===== src/rtl/lcd_fetch_pkg.sv =====
// lcd_fetch_pkg: shared FSM state type and default parameters for the LCD line fetch controller
package lcd_fetch_pkg;
  typedef enum logic [2:0] {IDLE, CLEAR, WAIT_SPACE, REQ, XFER, DONE} state_t;
  localparam int DEF_FRAME_PIX = 384000;
  localparam int DEF_BURST_LEN = 256;
  localparam int DEF_FIFO_DEPTH = 1024;
  localparam int DEF_FIFO_AW = 10;
  localparam int DEF_ADDR_W = 24;
endpackage


===== src/rtl/lcd_sync_edge.sv =====
// lcd_sync_edge: registered falling-edge detector
// Ports: clk, rst_n (async active-low), i_d level input, o_fall high for the cycle i_d is first seen low.
// The register resets high, so an input idling high after reset gives no false edge.
module lcd_sync_edge (
  input  logic clk,
  input  logic rst_n,
  input  logic i_d,
  output logic o_fall
);
  logic r_d;
  always_ff @(posedge clk or negedge rst_n)
    if (!rst_n) r_d <= 1'b1;
    else r_d <= i_d;
  assign o_fall = r_d & ~i_d;
endmodule


===== src/rtl/lcd_line_fetch_ctrl.sv =====
// lcd_line_fetch_ctrl: fetches one frame from memory into the display line FIFO in bursts
// Ports: rgb_clk/rst_n clock and async active-low reset; rgb_vs (active-low vsync) and rgb_de from the display;
// fifo_level in, fifo_clr flush pulse out; frame_base start address; rd_req/rd_addr/rd_len/rd_ack/rd_done
// arbiter handshake; underrun sticky per-frame flag; underrun_cnt counter; busy outside IDLE/DONE.
// Macro LCD_FETCH_STAT_EN enables the saturating underrun counter; otherwise underrun_cnt is tied to 0.
module lcd_line_fetch_ctrl
  import lcd_fetch_pkg::*;
#(
  parameter int FRAME_PIX = DEF_FRAME_PIX,
  parameter int BURST_LEN = DEF_BURST_LEN,
  parameter int FIFO_DEPTH = DEF_FIFO_DEPTH,
  parameter int FIFO_AW = DEF_FIFO_AW,
  parameter int ADDR_W = DEF_ADDR_W
) (
  input  logic              rgb_clk,
  input  logic              rst_n,
  input  logic              rgb_vs,
  input  logic              rgb_de,
  input  logic [FIFO_AW:0]  fifo_level,
  output logic              fifo_clr,
  input  logic [ADDR_W-1:0] frame_base,
  output logic              rd_req,
  output logic [ADDR_W-1:0] rd_addr,
  output logic [8:0]        rd_len,
  input  logic              rd_ack,
  input  logic              rd_done,
  output logic              underrun,
  output logic [15:0]       underrun_cnt,
  output logic              busy
);
  localparam int RW = $clog2(FRAME_PIX + 1);
  state_t r_state, w_nxt;
  logic [ADDR_W-1:0] r_ptr;
  logic [RW-1:0] r_rem;
  logic r_pend, w_fs, w_space, w_ur;
  logic [8:0] w_len;
  lcd_sync_edge u_vs (.clk(rgb_clk), .rst_n(rst_n), .i_d(rgb_vs), .o_fall(w_fs));
  assign w_space = 32'(fifo_level) <= 32'(FIFO_DEPTH - BURST_LEN);
  assign w_len = 32'(r_rem) >= 32'(BURST_LEN) ? 9'(BURST_LEN) : 9'(r_rem);
  assign w_ur = rgb_de && fifo_level == '0 && r_state != IDLE;
  always_comb begin
    w_nxt = r_state;
    case (r_state)
      IDLE, DONE: w_nxt = w_fs ? CLEAR : r_state;
      CLEAR:      w_nxt = WAIT_SPACE;
      WAIT_SPACE: w_nxt = w_fs ? CLEAR : r_rem == '0 ? DONE : w_space ? REQ : WAIT_SPACE;
      REQ:        w_nxt = rd_ack ? XFER : w_fs ? CLEAR : REQ;
      XFER:       w_nxt = !rd_done ? XFER : (r_pend || w_fs) ? CLEAR : WAIT_SPACE;
      default:    w_nxt = IDLE;
    endcase
  end
  // Outputs are registered from the next state so they line up with the state they describe.
  always_ff @(posedge rgb_clk or negedge rst_n)
    if (!rst_n) begin
      r_state <= IDLE;
      rd_req <= 1'b0;
      fifo_clr <= 1'b0;
      busy <= 1'b0;
      rd_addr <= '0;
      rd_len <= '0;
      r_ptr <= '0;
      r_rem <= '0;
      r_pend <= 1'b0;
      underrun <= 1'b0;
    end else begin
      r_state <= w_nxt;
      rd_req <= w_nxt == REQ;
      fifo_clr <= w_nxt == CLEAR;
      busy <= !(w_nxt inside {IDLE, DONE});
      if (w_nxt == REQ && r_state != REQ) begin
        rd_addr <= r_ptr;
        rd_len <= w_len;
      end
      if (r_state == CLEAR) begin
        r_ptr <= frame_base;
        r_rem <= RW'(FRAME_PIX);
      end
      if (r_state == XFER && rd_done) begin
        r_ptr <= r_ptr + ADDR_W'(rd_len);
        r_rem <= r_rem - RW'(rd_len);
      end
      // A frame start seen once the arbiter owns a burst is deferred until that burst completes.
      if (w_nxt == CLEAR) r_pend <= 1'b0;
      else if (w_fs && (r_state == XFER || (r_state == REQ && rd_ack))) r_pend <= 1'b1;
      underrun <= r_state == CLEAR ? 1'b0 : underrun | w_ur;
    end
`ifdef LCD_FETCH_STAT_EN
  logic [15:0] r_cnt;
  always_ff @(posedge rgb_clk or negedge rst_n)
    if (!rst_n) r_cnt <= '0;
    else if (w_ur && r_cnt != 16'hFFFF) r_cnt <= r_cnt + 16'd1;
  assign underrun_cnt = r_cnt;
`else
  assign underrun_cnt = '0;
`endif
endmodule


===== config.mk =====
export PLATFORM = sky130hd
export DESIGN_NAME = lcd_line_fetch_ctrl
export DESIGN_NICKNAME = d
export VERILOG_FILES = /design/src/rtl/lcd_fetch_pkg.sv /design/src/rtl/lcd_sync_edge.sv /design/src/rtl/lcd_line_fetch_ctrl.sv
export SDC_FILE = /design/constraint.sdc
export NUM_CORES = 1
export LEC_CHECK = 0
export CORE_MARGIN = 2
export CORE_UTILIZATION = 54
export CTS_BUF_LIST = sky130_fd_sc_hd__clkbuf_4 sky130_fd_sc_hd__clkbuf_8
export CTS_CLUSTER_SIZE = 14
export DETAILED_ROUTE_END_ITERATION = 7
export GPL_TIMING_DRIVEN = 0
export HOLD_SLACK_MARGIN = 0.03
export PLACE_DENSITY = 0.92
export SYNTH_ARGS = -nofsm -noshare
export SYNTH_HDL_FRONTEND = slang
export SYNTH_SLANG_ARGS = --single-unit
export TNS_END_PERCENT = 1

===== constraint.sdc =====
create_clock -name rgb_clk -period 3.48 [get_ports rgb_clk]
set_input_delay 0.522 -clock rgb_clk [delete_from_list [all_inputs] [get_ports rgb_clk]]
set_output_delay 0.522 -clock rgb_clk [all_outputs]
set_load 0.05 [all_outputs]

==> results of run 1 <==
worst register-to-register path: stages (launching register included):
cell and delay [ps]:
sky130_fd_sc_hd__dfrtp_1 400, sky130_fd_sc_hd__inv_1 80, sky130_fd_sc_hd__ha_1 170, sky130_fd_sc_hd__inv_1 60, sky130_fd_sc_hd__fa_1 400, sky130_fd_sc_hd__a21o_1 180
sky130_fd_sc_hd__a21o_1 210, sky130_fd_sc_hd__a2111oi_0 710, sky130_fd_sc_hd__o31ai_1 330, sky130_fd_sc_hd__o21ai_0 230, sky130_fd_sc_hd__or3b_1 370
registers in the layout, summed over array words and instances, names as in the netlist, 3 cells and up:
name     flops
rd_addr     24
r_ptr       24
r_state      3
r_rem       19
rd_len       9
power groups by stage:
stage          sequential, mW  clock [mW]  combinational, mW
2_1_floorplan            2.30           0               2.13
3_3_place_gp             1.74           0               3.51
3_5_place_dp             1.78           0               3.65
4_1_cts                  1.76       0.710               3.68
5_1_grt                  1.81       0.759               4.01
6_report                 1.77       0.707               3.72
layer usage:
metal,share of wire [%],GRT usage [%],vias up,wire [um]
met5,0,0,-,0
met4,3.8,14.4,0,478
met3,6.6,4.11,34,831
met2,50,45.1,196,6290
met1,40,32.2,1997,5040
li1,-,-,1933,-
layout by cell type, fill, tap and decap left out, types with 5 or more instances in the layout:
cell type                         synthesis  routed
sky130_fd_sc_hd__inv_1                   15      15
sky130_fd_sc_hd__dfrtp_1                 84      84
sky130_fd_sc_hd__nor2b_1                  5       5
sky130_fd_sc_hd__nor2_1                  15      15
sky130_fd_sc_hd__and3_1                   7       7
sky130_fd_sc_hd__mux2i_1                 16      16
sky130_fd_sc_hd__nand2_1                 67      67
sky130_fd_sc_hd__clkbuf_1                13      13
sky130_fd_sc_hd__o311ai_0                12      12
sky130_fd_sc_hd__o211ai_1                 5       5
sky130_fd_sc_hd__conb_1                   1      16
sky130_fd_sc_hd__nor3_1                   6       6
sky130_fd_sc_hd__or4_1                    6       6
sky130_fd_sc_hd__xor2_1                   7       7
sky130_fd_sc_hd__o21ai_0                 24      24
sky130_fd_sc_hd__nor4_1                  10      10
sky130_fd_sc_hd__mux2_4                  22      22
sky130_fd_sc_hd__clkdlybuf4s50_1          0      76
sky130_fd_sc_hd__buf_4                   18      19
sky130_fd_sc_hd__nand3_1                 13      13
sky130_fd_sc_hd__ha_1                    18      18
sky130_fd_sc_hd__clkbuf_8                 0       9
sky130_fd_sc_hd__a21oi_1                 12      12
sky130_fd_sc_hd__a21o_1                  11      11
sky130_fd_sc_hd__xnor2_1                  8       8
per-stage QoR:
step | instances | worst slack [ps]
finish | 697 | 227
global route | 697 | 42.0
CTS | 697 | 328
detailed placement | 681 | 363
global placement | 680 | -1060
floorplan | 495 | 520
final cells by class:
| type | instances | area, sq um | area share, % |
|---|---|---|---|
| Clock buffer | 9 | 124 | 2.01 |
| Tap cell | 108 | 135 | 2.20 |
| Sequential cell | 85 | 2130 | 34.6 |
| Clock inverter | 7 | 76.3 | 1.24 |
| Multi-Input combinational cell | 357 | 2600 | 42.3 |
| Buffer | 38 | 234 | 3.81 |
| Inverter | 15 | 56.3 | 0.916 |
| Timing Repair Buffer | 78 | 796 | 12.9 |
path summary, 6_finish.rpt:
kind                                      start                     to  slack (ps)  depth (start not counted)
max reg2reg                r_rem[0]$_DFFE_PN0P_  r_rem[10]$_DFFE_PN0P_         230                         10
max                        r_rem[0]$_DFFE_PN0P_  r_rem[10]$_DFFE_PN0P_         230                         10
min in group rgb_clk         underrun$_DFF_PN0_     underrun$_DFF_PN0_         490                          1
max in group asynchronous                 rst_n   r_ptr[5]$_DFFE_PN0P_        2770                          2
min reg2reg                  underrun$_DFF_PN0_     underrun$_DFF_PN0_         490                          1
min                                       rst_n  r_ptr[13]$_DFFE_PN0P_         110                          1
cells by family after synthesis:
kind of cell    synth area share [%]
simple gates                    17.2
other cells                   0.0756
mux                             10.6
compound gates                  15.4
fa+ha+maj                       5.35
flops                           42.9
xor+xnor                        2.65
buf+inv                         5.85
==> impl_results.html, run 1 <==
<table>
<tr><th>Metric</th><th>Value</th></tr>
<tr><th colspan="2">CTS</th></tr>
<tr><td>Clk sink count</td><td>85</td></tr>
<tr><td>Cell chosen for the clock root</td><td>sky130_fd_sc_hd__clkbuf_8</td></tr>
<tr><td>CTS Hold Bufs</td><td>0</td></tr>
<tr><td>Clock transition at the registers of the reported paths</td><td>100 ps</td></tr>
<tr><td>Deepest clock path buffer count</td><td>2</td></tr>
<tr><td>H-tree depth reported by CTS</td><td>3</td></tr>
<tr><td>CTS tree</td><td>built</td></tr>
<tr><td>Total of cells resized after clock tree synthesis</td><td>0</td></tr>
<tr><td>Total CTS buffers</td><td>9</td></tr>
<tr><td>Number of setup buffers added after CTS</td><td>0</td></tr>
<tr><td>Clock insertion delay at the later pin of the skew report</td><td>approximately 360 ps</td></tr>
<tr><th colspan="2">Worst setup path</th></tr>
<tr><td>Delay of the slowest cell on the worst path</td><td>700 ps</td></tr>
<tr><td>CP startpoint kind</td><td>flop</td></tr>
<tr><td>CP max stage cell</td><td>sky130_fd_sc_hd__a2111oi_0</td></tr>
<tr><td>Critical Setup Path Class</td><td>flop to flop</td></tr>
<tr><td>Data arrival, critical path</td><td>3490 ps</td></tr>
<tr><td>Critical-path cell list</td><td>inv_1, ha_1, inv_1, fa_1, a21o_1, a21o_1, a2111oi_0, o31ai_1, o21ai_0, or3b_1</td></tr>
<tr><td>Worst endpoint required time</td><td>3720 ps</td></tr>
<tr><td>Largest delay share family, worst path</td><td>compound AO/OA/AOI/OAI gates</td></tr>
<tr><td>Crit. End Element</td><td>flop</td></tr>
<tr><td>Crit-path max FO</td><td>8</td></tr>
<tr><td>Buffers and inverters on the worst path</td><td>2</td></tr>
<tr><th colspan="2">Hold path</th></tr>
<tr><td>Type of the most critical hold path</td><td>input pin to asynchronous set/reset pin</td></tr>
<tr><th colspan="2">STA</th></tr>
<tr><td>Fin Hold WS</td><td>114 ps</td></tr>
<tr><td>Unrepaired setup endpoints after global routing</td><td>no</td></tr>
<tr><td>Highest attainable clock frequency</td><td>0.307 GHz</td></tr>
<tr><td>Setup Skew</td><td>20.8 ps</td></tr>
<tr><td>Slew @ Worst Pin</td><td>between 800 and 900 ps</td></tr>
<tr><td>Final-layout setup total negative slack</td><td>0 ps</td></tr>
<tr><td>Hold violation total from the final report</td><td>0</td></tr>
<tr><td>Crit path time final</td><td>3250 ps</td></tr>
<tr><td>Final worst path period share</td><td>between 90% and 100%</td></tr>
<tr><td>Count of pins over their slew limit</td><td>0</td></tr>
<tr><td>Final setup violation count</td><td>0</td></tr>
<tr><td>Relative slew slack</td><td>42.9%</td></tr>
<tr><th colspan="2">Die</th></tr>
<tr><td>Initial Utilization</td><td>a little under three fifths</td></tr>
<tr><td>Top-level I/O count</td><td>94</td></tr>
<tr><td>Core box area</td><td>8810 sq um</td></tr>
<tr><td>Number of rows in the core area</td><td>34</td></tr>
<tr><td>Floorplan die area</td><td>9970 sq um</td></tr>
<tr><td>Horizontal die dimension</td><td>99.9 um</td></tr>
<tr><td>Y dimension of the die</td><td>approximately 100 um</td></tr>
<tr><th colspan="2">Run status</th></tr>
<tr><td>Status</td><td>completed</td></tr>
<tr><th colspan="2">Power</th></tr>
<tr><td>Total power consumption of the routed design</td><td>6.20 mW</td></tr>
<tr><td>Internal portion of total power</td><td>approximately 3.2 mW</td></tr>
<tr><td>Pleak</td><td>2.73 nW</td></tr>
<tr><td>Power dissipated by switching net loads</td><td>2.96 mW</td></tr>
<tr><td>Share of total power in combinational logic</td><td>60.0%</td></tr>
<tr><td>Seq pwr share</td><td>~29%</td></tr>
<tr><td>Clock share of power</td><td>11.4%</td></tr>
<tr><td>Share of total power consumed by net switching</td><td>between 40% and 50%</td></tr>
<tr><td>Peak supply drop</td><td>0.528 mV</td></tr>
<tr><td>Areal power density over the cells</td><td>1010 nW/um^2</td></tr>
<tr><th colspan="2">Layout</th></tr>
<tr><td>Number of filler cells placed in the layout</td><td>just over 600</td></tr>
<tr><td>Post-Layout Inst Area</td><td>6150 sq um</td></tr>
<tr><td>Area added between synthesis and finish</td><td>23.9%</td></tr>
<tr><td>Post-layout net count</td><td>645</td></tr>
<tr><td>Final Core Density</td><td>69.8%</td></tr>
<tr><td>Fraction of final layout cells with drive strength greater than 1</td><td>13.9%</td></tr>
<tr><td>Number of antenna cells inserted</td><td>0</td></tr>
<tr><th colspan="2">Yosys</th></tr>
<tr><td>Count leader, synth</td><td>sky130_fd_sc_hd__dfrtp_1</td></tr>
<tr><td>Cell types with the largest area share after synthesis</td><td>sky130_fd_sc_hd__dfrtp_1 (42%), sky130_fd_sc_hd__mux2_4 (6.7%), sky130_fd_sc_hd__nand2_1 (5.1%), sky130_fd_sc_hd__ha_1 (4.5%), sky130_fd_sc_hd__mux2i_1 (3.2%)</td></tr>
<tr><td>Largest area contributor in the netlist</td><td>sky130_fd_sc_hd__dfrtp_1</td></tr>
<tr><td>Register area share after synthesis</td><td>42.9%</td></tr>
<tr><td>Fraction of synthesized cell area taken by the top area cell type</td><td>42.4%</td></tr>
<tr><td>Count of mapped cells out of synthesis</td><td>480</td></tr>
<tr><td>Top cells by count, synth</td><td>sky130_fd_sc_hd__dfrtp_1 (84), sky130_fd_sc_hd__nand2_1 (67), sky130_fd_sc_hd__o21ai_0 (24), sky130_fd_sc_hd__mux2_4 (22)</td></tr>
<tr><td>Count of warnings emitted by yosys</td><td>0</td></tr>
<tr><td>Post-Synthesis Cell Area</td><td>4960 sq um</td></tr>
<tr><td>Number of flops mapped to enable cells by yosys</td><td>0</td></tr>
<tr><td>Primary flip-flop cell chosen by synthesis mapping</td><td>sky130_fd_sc_hd__dfrtp_1</td></tr>
<tr><td>Number of distinct library cells after synthesis</td><td>67</td></tr>
<tr><td>Mean area per synthesized cell</td><td>10.3 sq um</td></tr>
<tr><td>Flop and latch count out of synthesis</td><td>85</td></tr>
<tr><td>Post-synthesis async set-or-reset flop share</td><td>100%</td></tr>
<tr><th colspan="2">Detailed routing</th></tr>
<tr><td>Starting DRT DRC Count</td><td>about 260</td></tr>
<tr><td>Final WL</td><td>~13000 um</td></tr>
<tr><td>Total DRC errors in the routed layout</td><td>0</td></tr>
<tr><td>Vias/cell</td><td>5.97</td></tr>
<tr><td>Vias post-DR</td><td>between 4000 and 5000</td></tr>
<tr><td>Count of antenna-violating nets left after detailed routing</td><td>0</td></tr>
<tr><td>Wire length per cell</td><td>18.1 um</td></tr>
<tr><td>Total iterations of the first detailed-routing run</td><td>5</td></tr>
<tr><th colspan="2">Global routing</th></tr>
<tr><td>Congestion Overflow GR</td><td>0</td></tr>
<tr><td>Initial antenna violation count</td><td>0</td></tr>
<tr><td>Wire length of the first global-routing pass</td><td>about 21000 um</td></tr>
<tr><td>Vias in the first global route</td><td>4296</td></tr>
<tr><td>Pin count of the biggest net entering global routing</td><td>52</td></tr>
<tr><td>Overall Global Routing Usage</td><td>between 20% and 30%</td></tr>
<tr><th colspan="2">Job</th></tr>
<tr><td>Count of maximum capacitance violations</td><td>0</td></tr>
<tr><th colspan="2">Place</th></tr>
<tr><td>Total half-perimeter wirelength after legalization and detailed placement</td><td>9410 um</td></tr>
<tr><td>RD Place Congestion</td><td>0.938</td></tr>
<tr><td>Placement Cell Area</td><td>5950 sq um</td></tr>
<tr><td>Port Buf Inserts</td><td>a little under 80</td></tr>
</table>
Power figures use the tool's default switching activity.
==> run 2, diff against run 1 <==
Settings changed: CORE_ASPECT_RATIO set to 1.5.
==> run 2 against run 1 <==
Sequential share of layout area down 0.11 points. Final cell count up 0.29%. Clock power up 13%. Non-clock buffer count unchanged. Highest routed layer unchanged. Largest cell class unchanged. Count of clock-buffer cells in the layout up 2. Worst hold slack better by 14 ps. Wire length up 0.25%. Core utilization down 0.38 points. Combinational power up 1%.
==> impl_results.html, run 2 (synthesis results as in run 1) <==
<table>
<tr><th>Metric</th><th>Value</th></tr>
<tr><th colspan="2">Global routing</th></tr>
<tr><td>Global routing usage on met1</td><td>30.7% (-1.5 points)</td></tr>
<tr><td>Congestion Overflow GR</td><td>0 (unchanged)</td></tr>
<tr><td>Overall Global Routing Usage</td><td>27.2% (+0.80 points)</td></tr>
<tr><td>Met2 global-route usage</td><td>46.9% (+1.8 points)</td></tr>
<tr><td>Wire length of the first global-routing pass</td><td>20600 um (-1.3%)</td></tr>
<tr><td>Met3 track demand over resource in global routing</td><td>5.13% (+1.0 points)</td></tr>
<tr><td>Pin count of the biggest net entering global routing</td><td>44 (-15%)</td></tr>
<tr><td>Initial antenna violation count</td><td>0 (unchanged)</td></tr>
<tr><td>Top Usage Layer GRT</td><td>met2</td></tr>
<tr><td>Vias in the first global route</td><td>4408 (+2.6%)</td></tr>
<tr><th colspan="2">STA</th></tr>
<tr><td>Relative slew slack</td><td>42.2% (-0.77 points)</td></tr>
<tr><td>Unrepaired setup endpoints after global routing</td><td>no</td></tr>
<tr><td>Final worst path period share</td><td>88.3% (-5.2 points)</td></tr>
<tr><td>Setup Skew</td><td>13.8 ps (-6.99 ps)</td></tr>
<tr><td>Final-layout setup total negative slack</td><td>0 ps (unchanged)</td></tr>
<tr><td>Highest attainable clock frequency</td><td>0.326 GHz (+5.9%)</td></tr>
<tr><td>Fin Hold WS</td><td>128 ps (+14.2 ps)</td></tr>
<tr><td>Slew @ Worst Pin</td><td>860 ps (+11.5 ps)</td></tr>
<tr><td>Crit path time final</td><td>3070 ps (-181 ps)</td></tr>
<tr><td>Count of pins over their slew limit</td><td>0 (unchanged)</td></tr>
<tr><td>Final setup violation count</td><td>0 (unchanged)</td></tr>
<tr><td>Final setup margin</td><td>408 ps (+181 ps)</td></tr>
<tr><td>Hold violation total from the final report</td><td>0 (unchanged)</td></tr>
<tr><th colspan="2">Detailed routing</th></tr>
<tr><td>Total iterations of the first detailed-routing run</td><td>5 (unchanged)</td></tr>
<tr><td>Vias/cell</td><td>6.19 (+3.7%)</td></tr>
<tr><td>Final WL</td><td>12700 um (+0.25%)</td></tr>
<tr><td>Wire length per cell</td><td>18.1 um (about the same)</td></tr>
<tr><td>Total DRC errors in the routed layout</td><td>0 (unchanged)</td></tr>
<tr><td>Count of antenna-violating nets left after detailed routing</td><td>0 (unchanged)</td></tr>
<tr><td>Vias post-DR</td><td>4325 (+4.0%)</td></tr>
<tr><td>Starting DRT DRC Count</td><td>443 (+68%)</td></tr>
<tr><th colspan="2">Layout</th></tr>
<tr><td>Final Core Density</td><td>69.4% (-0.38 points)</td></tr>
<tr><td>Number of filler cells placed in the layout</td><td>638 (+4.8%)</td></tr>
<tr><td>Post-Layout Inst Area</td><td>6170 sq um (+0.31%)</td></tr>
<tr><td>Number of antenna cells inserted</td><td>0 (unchanged)</td></tr>
<tr><td>Area added between synthesis and finish</td><td>24.3%</td></tr>
<tr><td>Fin cells</td><td>699 (+0.29%)</td></tr>
<tr><td>Largest registers</td><td>r_ptr: 24 flops, rd_addr: 24 flops, r_rem: 19 flops</td></tr>
<tr><td>Leading cell type in the layout, fill and taps excluded</td><td>sky130_fd_sc_hd__dfrtp_1</td></tr>
<tr><td>Commonest cells after routing, fill and taps aside</td><td>sky130_fd_sc_hd__dfrtp_1 (84), sky130_fd_sc_hd__clkdlybuf4s50_1 (76), sky130_fd_sc_hd__nand2_1 (67)</td></tr>
<tr><td>Post-layout net count</td><td>645 (unchanged)</td></tr>
<tr><td>Fraction of final layout cells with drive strength greater than 1</td><td>13.9% (unchanged)</td></tr>
<tr><th colspan="2">Worst setup path</th></tr>
<tr><td>Delay of the slowest cell on the worst path</td><td>570 ps (-130 ps)</td></tr>
<tr><td>Buffers and inverters on the worst path</td><td>2 (unchanged)</td></tr>
<tr><td>CP startpoint kind</td><td>flop</td></tr>
<tr><td>Data arrival, critical path</td><td>3330 ps (-160 ps)</td></tr>
<tr><td>Worst endpoint required time</td><td>3740 ps (+20 ps)</td></tr>
<tr><td>Crit-path max FO</td><td>8 (unchanged)</td></tr>
<tr><td>Crit. End Element</td><td>flop</td></tr>
<tr><td>CP max stage cell</td><td>sky130_fd_sc_hd__a2111oi_0</td></tr>
<tr><td>Largest delay share family, worst path</td><td>compound AO/OA/AOI/OAI gates</td></tr>
<tr><td>Critical Setup Path Class</td><td>flop to flop</td></tr>
<tr><td>Critical-path cell list</td><td>inv_1, ha_1, inv_1, fa_1, a21o_1, a21o_1, a2111oi_0, o31ai_1, o21ai_0, or3b_1</td></tr>
<tr><th colspan="2">CTS</th></tr>
<tr><td>Number of setup buffers added after CTS</td><td>0 (unchanged)</td></tr>
<tr><td>Clk sink count</td><td>85 (unchanged)</td></tr>
<tr><td>Total of cells resized after clock tree synthesis</td><td>0 (unchanged)</td></tr>
<tr><td>Clock transition at the registers of the reported paths</td><td>90 ps (about the same)</td></tr>
<tr><td>Cell chosen for the clock root</td><td>sky130_fd_sc_hd__clkbuf_8</td></tr>
<tr><td>Deepest clock path buffer count</td><td>2 (unchanged)</td></tr>
<tr><td>H-tree depth reported by CTS</td><td>3 (unchanged)</td></tr>
<tr><td>CTS Hold Bufs</td><td>0 (unchanged)</td></tr>
<tr><td>Clock insertion delay at the later pin of the skew report</td><td>380 ps (+20 ps)</td></tr>
<tr><td>Total CTS buffers</td><td>9 (unchanged)</td></tr>
<tr><td>CTS tree</td><td>built</td></tr>
<tr><th colspan="2">Place</th></tr>
<tr><td>Instance count after placement with tap cells included</td><td>683 (+0.29%)</td></tr>
<tr><td>Port Buf Inserts</td><td>77 (unchanged)</td></tr>
<tr><td>RD Place Congestion</td><td>0.986 (+5.1%)</td></tr>
<tr><td>Placement Cell Area</td><td>5940 sq um (about the same)</td></tr>
<tr><td>Total half-perimeter wirelength after legalization and detailed placement</td><td>9170 um (-2.6%)</td></tr>
<tr><td>Worst setup timing slack at the placement stage</td><td>462 ps (+98.8 ps)</td></tr>
<tr><th colspan="2">Power</th></tr>
<tr><td>Seq pwr share</td><td>27.8% (-0.8 points)</td></tr>
<tr><td>Areal power density over the cells</td><td>1030 nW/um^2 (+1.9%)</td></tr>
<tr><td>Share of total power consumed by net switching</td><td>47.4% (-0.33 points)</td></tr>
<tr><td>Clock share of power</td><td>12.7% (+1.3 points)</td></tr>
<tr><td>Pleak</td><td>2.74 nW (+0.43%)</td></tr>
<tr><td>Share of total power in combinational logic</td><td>59.5% (-0.5 points)</td></tr>
<tr><td>Internal portion of total power</td><td>3.33 mW (+2.8%)</td></tr>
<tr><td>Power dissipated by switching net loads</td><td>3.00 mW (+1.4%)</td></tr>
<tr><td>Peak supply drop</td><td>0.631 mV (+19%)</td></tr>
<tr><td>Total power consumption of the routed design</td><td>6.34 mW (+2.2%)</td></tr>
<tr><th colspan="2">Die</th></tr>
<tr><td>Top-level I/O count</td><td>94 (unchanged)</td></tr>
<tr><td>Y dimension of the die</td><td>121 um (+22%)</td></tr>
<tr><td>Number of rows in the core area</td><td>42 (+24%)</td></tr>
<tr><td>Floorplan die area</td><td>9990 sq um (+0.16%)</td></tr>
<tr><td>Initial Utilization</td><td>55.9% (-0.48 points)</td></tr>
<tr><td>Core box area</td><td>8880 sq um (+0.85%)</td></tr>
<tr><td>Horizontal die dimension</td><td>82.3 um (-18%)</td></tr>
<tr><th colspan="2">Job</th></tr>
<tr><td>Count of maximum capacitance violations</td><td>0 (unchanged)</td></tr>
<tr><th colspan="2">Hold path</th></tr>
<tr><td>Type of the most critical hold path</td><td>input pin to asynchronous set/reset pin</td></tr>
<tr><th colspan="2">Run status</th></tr>
<tr><td>Status</td><td>completed</td></tr>
</table>
-- run 2: changes by cell type in the layout (fill, tap and decap cells not counted) --
cell                         change
sky130_fd_sc_hd__bufinv_16       +1
sky130_fd_sc_hd__clkbuf_4        +2
sky130_fd_sc_hd__clkinvlp_4      -1
sky130_fd_sc_hd__clkinv_4        -1
sky130_fd_sc_hd__clkinv_2        -1
sky130_fd_sc_hd__buf_12          +1
sky130_fd_sc_hd__buf_16          -1
-- run 2: metal layers --
metal	vias to the layer above	wire length, um
li1	1937	-
met1	2107	4670
met2	232	6650
met3	49	881
met4	0	469
met5	-	0
-- run 2: cell type report --
type                       instances  area (sq um)  share of cell area [%]
multi-input combinational        357          2600                    42.1
inverter                          15          56.3                   0.913
tap                              110           138                    2.23
timing repair buffer              78           788                    12.8
buffer                            38           234                    3.79
clock inverter                     5          85.1                    1.38
clock buffer                      11           139                    2.25
sequential                        85          2130                    34.5
-- run 2: power by group through the flow --
stage / Clock (mW) / Sequential, mW / Combinational (mW)
after floorplan: 0 / 2.30 / 2.13
after global placement: 0 / 1.74 / 3.54
after detailed placement: 0 / 1.77 / 3.68
after CTS: 0.801 / 1.75 / 3.71
after global routing: 0.840 / 1.81 / 4.07
final: 0.802 / 1.76 / 3.77
-- run 2: final timing paths --
check                                startpoint                     to  slack [ps]  depth (start not counted)
max reg2reg                r_rem[0]$_DFFE_PN0P_  r_rem[10]$_DFFE_PN0P_         410                         10
max                        r_rem[0]$_DFFE_PN0P_  r_rem[10]$_DFFE_PN0P_         410                         10
min                                       rst_n       rd_req$_DFF_PN0_         130                          1
min in group rgb_clk         underrun$_DFF_PN0_     underrun$_DFF_PN0_         500                          1
min reg2reg                  underrun$_DFF_PN0_     underrun$_DFF_PN0_         500                          1
max in group asynchronous                 rst_n     u_vs.r_d$_DFF_PN1_        2680                          2
-- run 2: worst register-to-register path: stages (launching register included) --
cell and delay [ps]:
sky130_fd_sc_hd__dfrtp_1 400, sky130_fd_sc_hd__inv_1 90, sky130_fd_sc_hd__ha_1 180, sky130_fd_sc_hd__inv_1 60, sky130_fd_sc_hd__fa_1 410, sky130_fd_sc_hd__a21o_1 170
sky130_fd_sc_hd__a21o_1 220, sky130_fd_sc_hd__a2111oi_0 570, sky130_fd_sc_hd__o31ai_1 300, sky130_fd_sc_hd__o21ai_0 200, sky130_fd_sc_hd__or3b_1 350
